==> src/rtl/mux_gate_selftest.sv <==
// mux_gate_selftest: truth-table self-test sequencer for the mux gate block; MUX_GATE_FIRST_FAIL_LOG_EN adds first-failure capture
module mux_gate_selftest #(
    parameter int SETTLE_CYCLES = 2,
    parameter int NUM_PASSES    = 1,
    parameter int ERR_W         = 8
) (
    input  logic             clk,
    input  logic             rst,
    input  logic             start,
    input  logic             output_and,
    input  logic             output_or,
    input  logic             output_not,
    output logic             a,
    output logic             b,
    output logic             busy,
    output logic             done,
    output logic             pass,
    output logic [ERR_W-1:0] err_count,
    output logic [1:0]       first_fail_vec,
    output logic [2:0]       first_fail_gates
);
    typedef enum logic [2:0] {S_IDLE, S_APPLY, S_SETTLE, S_CHECK, S_DONE} state_t;
    state_t           r_state, w_state_next;
    logic [1:0]       r_idx;
    logic [3:0]       r_pass_idx, r_settle;
    logic [2:0]       w_mis;
    logic [ERR_W+1:0] w_sum;
    logic [ERR_W-1:0] w_err_next;
    logic             w_last, w_accept;

    // two guard bits let the sum of up to three mismatches be checked for overflow
    always_comb begin
        w_mis      = {output_not ^ ~a, output_or ^ (a | b), output_and ^ (a & b)};
        w_sum      = {2'b00, err_count} + (ERR_W+2)'(w_mis[0]) + (ERR_W+2)'(w_mis[1]) + (ERR_W+2)'(w_mis[2]);
        w_err_next = (w_sum[ERR_W+1:ERR_W] != 2'b00) ? '1 : w_sum[ERR_W-1:0];
        w_last     = (r_idx == 2'd3) && (r_pass_idx == 4'(NUM_PASSES - 1));
        w_accept   = (r_state == S_IDLE) && start;
    end

    always_ff @(posedge clk) begin
        if (rst) r_state <= S_IDLE;
        else     r_state <= w_state_next;
    end

    always_comb begin
        w_state_next = r_state;
        case (r_state)
            S_IDLE:   w_state_next = start ? S_APPLY : S_IDLE;
            S_APPLY:  w_state_next = (SETTLE_CYCLES > 0) ? S_SETTLE : S_CHECK;
            S_SETTLE: w_state_next = (r_settle == 4'(SETTLE_CYCLES - 1)) ? S_CHECK : S_SETTLE;
            S_CHECK:  w_state_next = w_last ? S_DONE : S_APPLY;
            default:  w_state_next = S_IDLE;
        endcase
    end

    // done and pass land together on the edge into DONE, so pass already includes the final check
    always_ff @(posedge clk) begin
        if (rst) begin
            a          <= 1'b0;
            b          <= 1'b0;
            busy       <= 1'b0;
            done       <= 1'b0;
            pass       <= 1'b0;
            err_count  <= '0;
            r_idx      <= '0;
            r_pass_idx <= '0;
            r_settle   <= '0;
        end else begin
            busy <= (w_state_next != S_IDLE);
            done <= (w_state_next == S_DONE);
            if (w_accept) begin
                err_count  <= '0;
                pass       <= 1'b0;
                r_idx      <= '0;
                r_pass_idx <= '0;
            end
            if (r_state == S_APPLY) begin
                a        <= r_idx[1];
                b        <= r_idx[0];
                r_settle <= '0;
            end
            if (r_state == S_SETTLE) r_settle <= r_settle + 4'd1;
            if (r_state == S_CHECK) begin
                err_count <= w_err_next;
                r_idx     <= r_idx + 2'd1;
                if (r_idx == 2'd3) r_pass_idx <= r_pass_idx + 4'd1;
                if (w_last) pass <= (w_err_next == '0);
            end
            if (r_state == S_DONE || r_state == S_IDLE) begin
                a <= 1'b0;
                b <= 1'b0;
            end
        end
    end

`ifdef MUX_GATE_FIRST_FAIL_LOG_EN
    logic [1:0] r_ff_vec;
    logic [2:0] r_ff_gates;

    // a nonzero gate mask doubles as the "already captured" flag
    always_ff @(posedge clk) begin
        if (rst || w_accept) begin
            r_ff_vec   <= '0;
            r_ff_gates <= '0;
        end else if (r_state == S_CHECK && r_ff_gates == 3'b000 && w_mis != 3'b000) begin
            r_ff_vec   <= {a, b};
            r_ff_gates <= w_mis;
        end
    end

    assign first_fail_vec   = r_ff_vec;
    assign first_fail_gates = r_ff_gates;
`else
    assign first_fail_vec   = '0;
    assign first_fail_gates = '0;
`endif
endmodule

==> config.mk <==
export PLATFORM = sky130hd
export DESIGN_NAME = mux_gate_selftest
export DESIGN_NICKNAME = d
export VERILOG_FILES = /design/src/rtl/mux_gate_selftest.sv
export SDC_FILE = /design/constraint.sdc
export NUM_CORES = 1
export LEC_CHECK = 0
export CAP_MARGIN = 20
export CORE_ASPECT_RATIO = 0.8
export CORE_MARGIN = 2
export CORE_UTILIZATION = 40
export DETAILED_ROUTE_END_ITERATION = 8
export PLACE_DENSITY = 0.66
export SLEW_MARGIN = 20
export SYNTH_ARGS = -nofsm -noshare
export SYNTH_HDL_FRONTEND = slang
export SYNTH_SLANG_ARGS = --single-unit
==> constraint.sdc <==
create_clock -name clk -period 2.8 [get_ports clk]
set_input_delay 0.56 -clock clk [delete_from_list [all_inputs] [get_ports clk]]
set_output_delay 0.56 -clock clk [all_outputs]
set_load 0.01 [all_outputs]
Word level (Yosys, flattened, before mapping)
Cells that the tools add are included.
- input bits: 6
- output and inout port bits: 18
- logic and storage cells: 57
- register bits after elaboration: 26
- bitwise operators: 6
- multiplexer cells: 17
- add/subtract/negate cells: 6
- reduce and logical (&&, ||, !) cells: 11
- eq/ne operators: 7
- operators by type and width (kind ; number):
    $mux W8 ; 3
    $mux W4 ; 5
    $pmux W3 S4 ; 1
    $add A10 B1 Y10 ; 1
    $add A9 B1 Y10 ; 1
    $add A8 B1 Y9 ; 1
    $add A4 B1 Y4 const B ; 2
    $logic_not A8 Y1 ; 1
    $eq A3 B2 Y1 const B ; 2
    $eq A3 B3 Y1 const B ; 2
    $reduce_bool A2 Y1 ; 3
    $mux W1 ; 5
    $eq A4 B1 Y1 const B ; 1
    $logic_not A4 Y1 ; 1
    $mux W2 ; 2
    $eq A3 B1 Y1 const B ; 1
    $logic_not A3 Y1 ; 1
    $mux W3 ; 1
    $reduce_bool A3 Y1 ; 1
    $xor A1 B1 Y1 ; 3
    $add A2 B1 Y2 const B ; 1
    $eq A2 B2 Y1 const B ; 1
    $logic_and A1 B1 Y1 ; 2
    $reduce_or A2 Y1 ; 1
    4 further kinds ; 4

Logic depth before layout (Yosys ltp)
- depth in word-level cells: 10
- depth in mapped cells: 11
- depth with buffers taken out: 11

Worst setup path before layout
OpenSTA, ideal clock, no wires.
- kind: in2reg
- start point: input output_and
- end point: register err_count[7]
- library setup time: 91 ps
- cell stages on the path: 10
- path slack: 84 ps
- arrival time: 2625 ps
- cells stage by stage: xor2_1 > fa_1 > inv_1 > ha_1 > inv_1 > fa_1 > nand2b_1 > nor3_1 > nand2_1 > a311oi_1
- cells in the longest elaborated chain, start to end: 7
- ends and longest elaborated chain (what ; line ; source):
    from (decl) ; 10 ; input logic output_and,
    $xor A1 B1 Y1 (*) ; 33 ; w_mis = {output_not ^ ~a, output_or ^ (a | b), output_and ^ (a & b)};
    $add A8 B1 Y9 (*) ; 34 ; w_sum = {2'b00, err_count} + (ERR_W+2)'(w_mis[0]) + (ERR_W+2)'(w_mis[1]) + (ERR_W+2)'(w_mis[2]);
    $add A9 B1 Y10 (*) ; 34 ;
    $add A10 B1 Y10 (*) ; 34 ;
    $reduce_bool A2 Y1 ; 35 ; w_err_next = (w_sum[ERR_W+1:ERR_W] != 2'b00) ? '1 : w_sum[ERR_W-1:0];
    $mux W8 (*) ; 35 ;
    $mux W8 (*) ; 83 ; if (r_state == S_CHECK) begin
    to (signal assigned) ; 84 ; err_count <= w_err_next;
    to (decl) ; 18 ; output logic [ERR_W-1:0] err_count,
Every way passes the cells marked *; elsewhere a longest branch is shown, timed or not.
A chain may end at the register's enable or synchronous reset.

Final worst setup path
- start point: register a
- end point: register err_count[7]
- cells in the longest elaborated chain, start to end: 8
- elaborated cells on any way between the ends: 12
- those cells by class: 3 x add/sub; 2 x mux; 6 x bitwise; 1 x reduce/logical
- ends and longest elaborated chain (what ; line ; source):
    from (decl) ; 13 ; output logic a,
    from (signal assigned) ; 78 ; a <= r_idx[1];
    $and A1 B1 Y1 ; 33 ;
    $xor A1 B1 Y1 ; 33 ;
    $add A8 B1 Y9 ; 34 ;
    $add A9 B1 Y10 ; 34 ;
    $add A10 B1 Y10 (*) ; 34 ;
    $reduce_bool A2 Y1 ; 35 ;
    $mux W8 (*) ; 35 ;
    $mux W8 (*) ; 83 ;
Marks and branches as above.

==> summary.md <==
| Metric | Value |
|---|---|
| Latest clock arrival within the worst-skew pair | `0.28 ns` |
| Synthesis Warnings | `0` |
| Clock Sinks | `26` |
| Worst setup SP type | `flop` |
| H-Tree Depth | `1` |
| Initial antenna violation count | `0` |
| Post-Syn Instances | `191` |
| Routed vias/inst | `5.13` |
| DR iter-0 viols | `84` |
| Worst hold slack | `0.512 ns` |
| DP HPWL | `2.33 mm` |
| First-pass GRT wire length | `5.36 mm` |
| Primary FF master, synth | `dfxtp_1` |
| Fin util | `51.8%` |
| 1st-pass router iterations | `4` |
| CTS tree | `built` |
| Critical path arrival | `2.87 ns` |
| Placed Cells | `265` |
| Yosys top cell area share | `32.8%` |
| Synth Cell Area | `1590 sq um` |
| Post-route setup slack | `0.124 ns` |
| Power per cell area | `390 nW/um^2` |
| Crit-path max FO | `5` |
| Starting density of the core | `41.7%` |
| Core area | `3800 sq um` |
| Ys async rst share | `0%` |
| PortBufs | `18` |
| Final non-filler cell total | `269` |
| Register area share after synthesis | `32.8%` |
| Unique masters post-synth | `52` |
| Vias in the first global route | `1146` |
| Multi-input gate area | `1010 sq um` |
| Number of synthesized flops with an enable pin | `0` |
| Max frequency | `374 MHz` |
| Routed length per placed instance | `12.6 microns` |
| Crit. End Element | `flop` |
| Peak supply drop | `0.242 mV` |
| Critical path type | `flop to flop` |
| Clock-pin slew on the worst setup and hold paths | `0.09 ns` |
| Setup WS pre-CTS | `-0.522 ns` |
| I/O pins | `24` |
| # rows | `20` |
| Max clock buf depth | `2` |
| Filler cells | `377` |
| Final hold violations | `0` |
| Share of layout cells above drive strength 1 | `16.8%` |
| Die Width | `74.4 microns` |
| Crit path from | `a` |
| Grt total ovfl | `0` |
| Hold Crit Depth | `2` |
| Syn Area/Cell | `8.31 sq um` |
| Die area | `4490 sq um` |
| ANT cells | `0` |
| Largest net degree at the start of global routing | `24` |
| Post-synthesis register bit count | `26` |
| Total track usage | `15.9%` |
| Vias | `1380` |
| Clock Skew | `0.00416 ns` |
| Min Tclk post-route | `2.68 ns` |
| Antenna viol nets, final | `0` |
| Status | `finished, final reports clean` |
| Routability cong. | `0.831` |
| CTS buffer count | `3` |
| Worst Path Required | `2.99 ns` |
| DRC viols | `0` |
| CTS Hold Bufs | `0` |
| Root Driver | `clkbuf_8` |
| Setup violators final | `0` |
| FF-to-FF Start | `a` |
| Top cell type by total area after synthesis | `dfxtp_1` |
| Post-Route WL | `3.39 mm` |
| Hold Startpoint | `r_pass_idx[0]` |
| Min-delay worst type | `flop to flop` |
| Synth-to-Final Area Change | `24.1%` |
| P_leak | `0.759 nW` |
| Register area | `522 sq um` |
| Nets | `230` |
| Max-cap violations | `0` |
| Largest cells by area after synthesis | `dfxtp_1 (33%), ha_1 (5.5%), nor2_1 (4.5%), a21oi_1 (4.4%), nor3_1 (4.1%)` |
| Final slew viol count | `0` |
| Die H | `60.4 microns` |
| R2R cell count | `11` |
| Final Cycle Share | `95.6%` |
## logic make-up after synthesis
kind of cell               synth area share (%)
muxes                                      1.26
DFF                                        32.8
xor gates and xnor gates                   2.76
adders and majority gates                  8.04
buffers and inverters                      7.96
AOI/OAI and AO/OA                          19.1
and+or+nand+nor                            27.9
other                                     0.236
## synthesized netlist by cell type (2+ instances only)
library cell,instances
clkbuf_1,5
o21ai_1,6
nand3b_1,2
nor4b_1,2
nor2b_1,2
buf_2,2
xnor2_1,2
a32oi_1,2
ha_1,7
a21o_1,2
nand2_1,8
nor3_1,13
and2_1,2
dfxtp_1,26
buf_4,7
o31ai_1,2
nor2_1,19
xor2_1,3
o21ai_0,6
o21a_1,3
inv_1,8
nand4bb_1,2
fa_1,2
nand2b_1,5
a31oi_1,3
nor3_2,2
a21oi_1,14
nand3_1,8
mux2i_1,2
o211ai_1,2
## flip-flops by register name, summed over array words and instances, names as in the netlist
signal,cells
err_count,8
r_pass_idx,4
r_settle,4
r_state,3
r_idx,2
a,1
b,1
busy,1
done,1
pass,1
## layout by cell type (no fill, tap or decap), drive strengths merged, types with 2 or more instances in the layout
master	n
and2	3
nor2b	2
o211ai	2
a32oi	2
nand2b	5
nor3	15
conb	5
a21o	2
o21a	3
nor2	19
inv	9
clkdlybuf4s50	16
nand4bb	2
nand2	8
a21oi	15
a31oi	3
and3b	2
fa	2
buf	12
dfxtp	26
nand3	9
nor4b	3
ha	7
clkbuf	4
xnor2	2
nand3b	3
xor2	3
o21ai	12
mux2i	2
o31ai	2
dlymetal6s2s	2
## stage by stage
| stage | instance area, sq um | total power, mW | setup TNS [ns] |
|---|---|---|---|
| 2_1_floorplan | 1600 | 0.486 | 0 |
| 3_3_place_gp | 1850 | 0.519 | -3.01 |
| 3_5_place_dp | 1850 | 0.519 | -3.53 |
| 4_1_cts | 1930 | 0.773 | 0 |
| 5_1_grt | 1970 | 0.806 | -0.0544 |
| 6_report | 1970 | 0.769 | 0 |
## critical path, cell delays in order (launching register included)
cell and delay [ns]:
dfxtp_1 0.37, nand2_1 0.10, xor2_2 0.16, fa_1 0.47, inv_1 0.07, ha_2 0.18, inv_2 0.04, fa_2 0.43
nand2b_4 0.19, nor3_4 0.21, nand2_1 0.10, a311oi_2 0.26
## worst paths after layout
kind	end	slack (ns)
worst min-delay path	r_pass_idx[0]	0.51
worst max register to register	err_count[7]	0.12
worst max-delay path	err_count[7]	0.12
worst min register to register	r_pass_idx[0]	0.51
## report_power, final
group	total (mW)	switching [mW]	internal (mW)
clock network	0.252	0.126	0.126
logic	0.128	0.0702	0.0577
registers	0.389	0.0110	0.378
## per-layer routing
metal	GRT usage [%]	share of wire (%)	vias to the layer above
met5	0	0	-
met4	6.63	1.4	0
met3	5.48	4.8	5
met2	21.5	41	25
met1	22.8	52	638
li1	-	-	712
## final cells by class
class | instances | area share (%)
timing repair buffer | 30 | 14.2
sequential | 26 | 26.5
tap | 55 | 3.49
inverter | 9 | 1.71
multi-input combinational | 145 | 51.4
clock buffer | 4 | 2.79
## timing repair
item,in CTS,in global routing
setup endpoints to repair,9,9
pin swaps,3,6
hold endpoints to repair,0,0
buffers inserted,0,0
gates resized for setup,5,11
(Power assumes the default switching activity.)
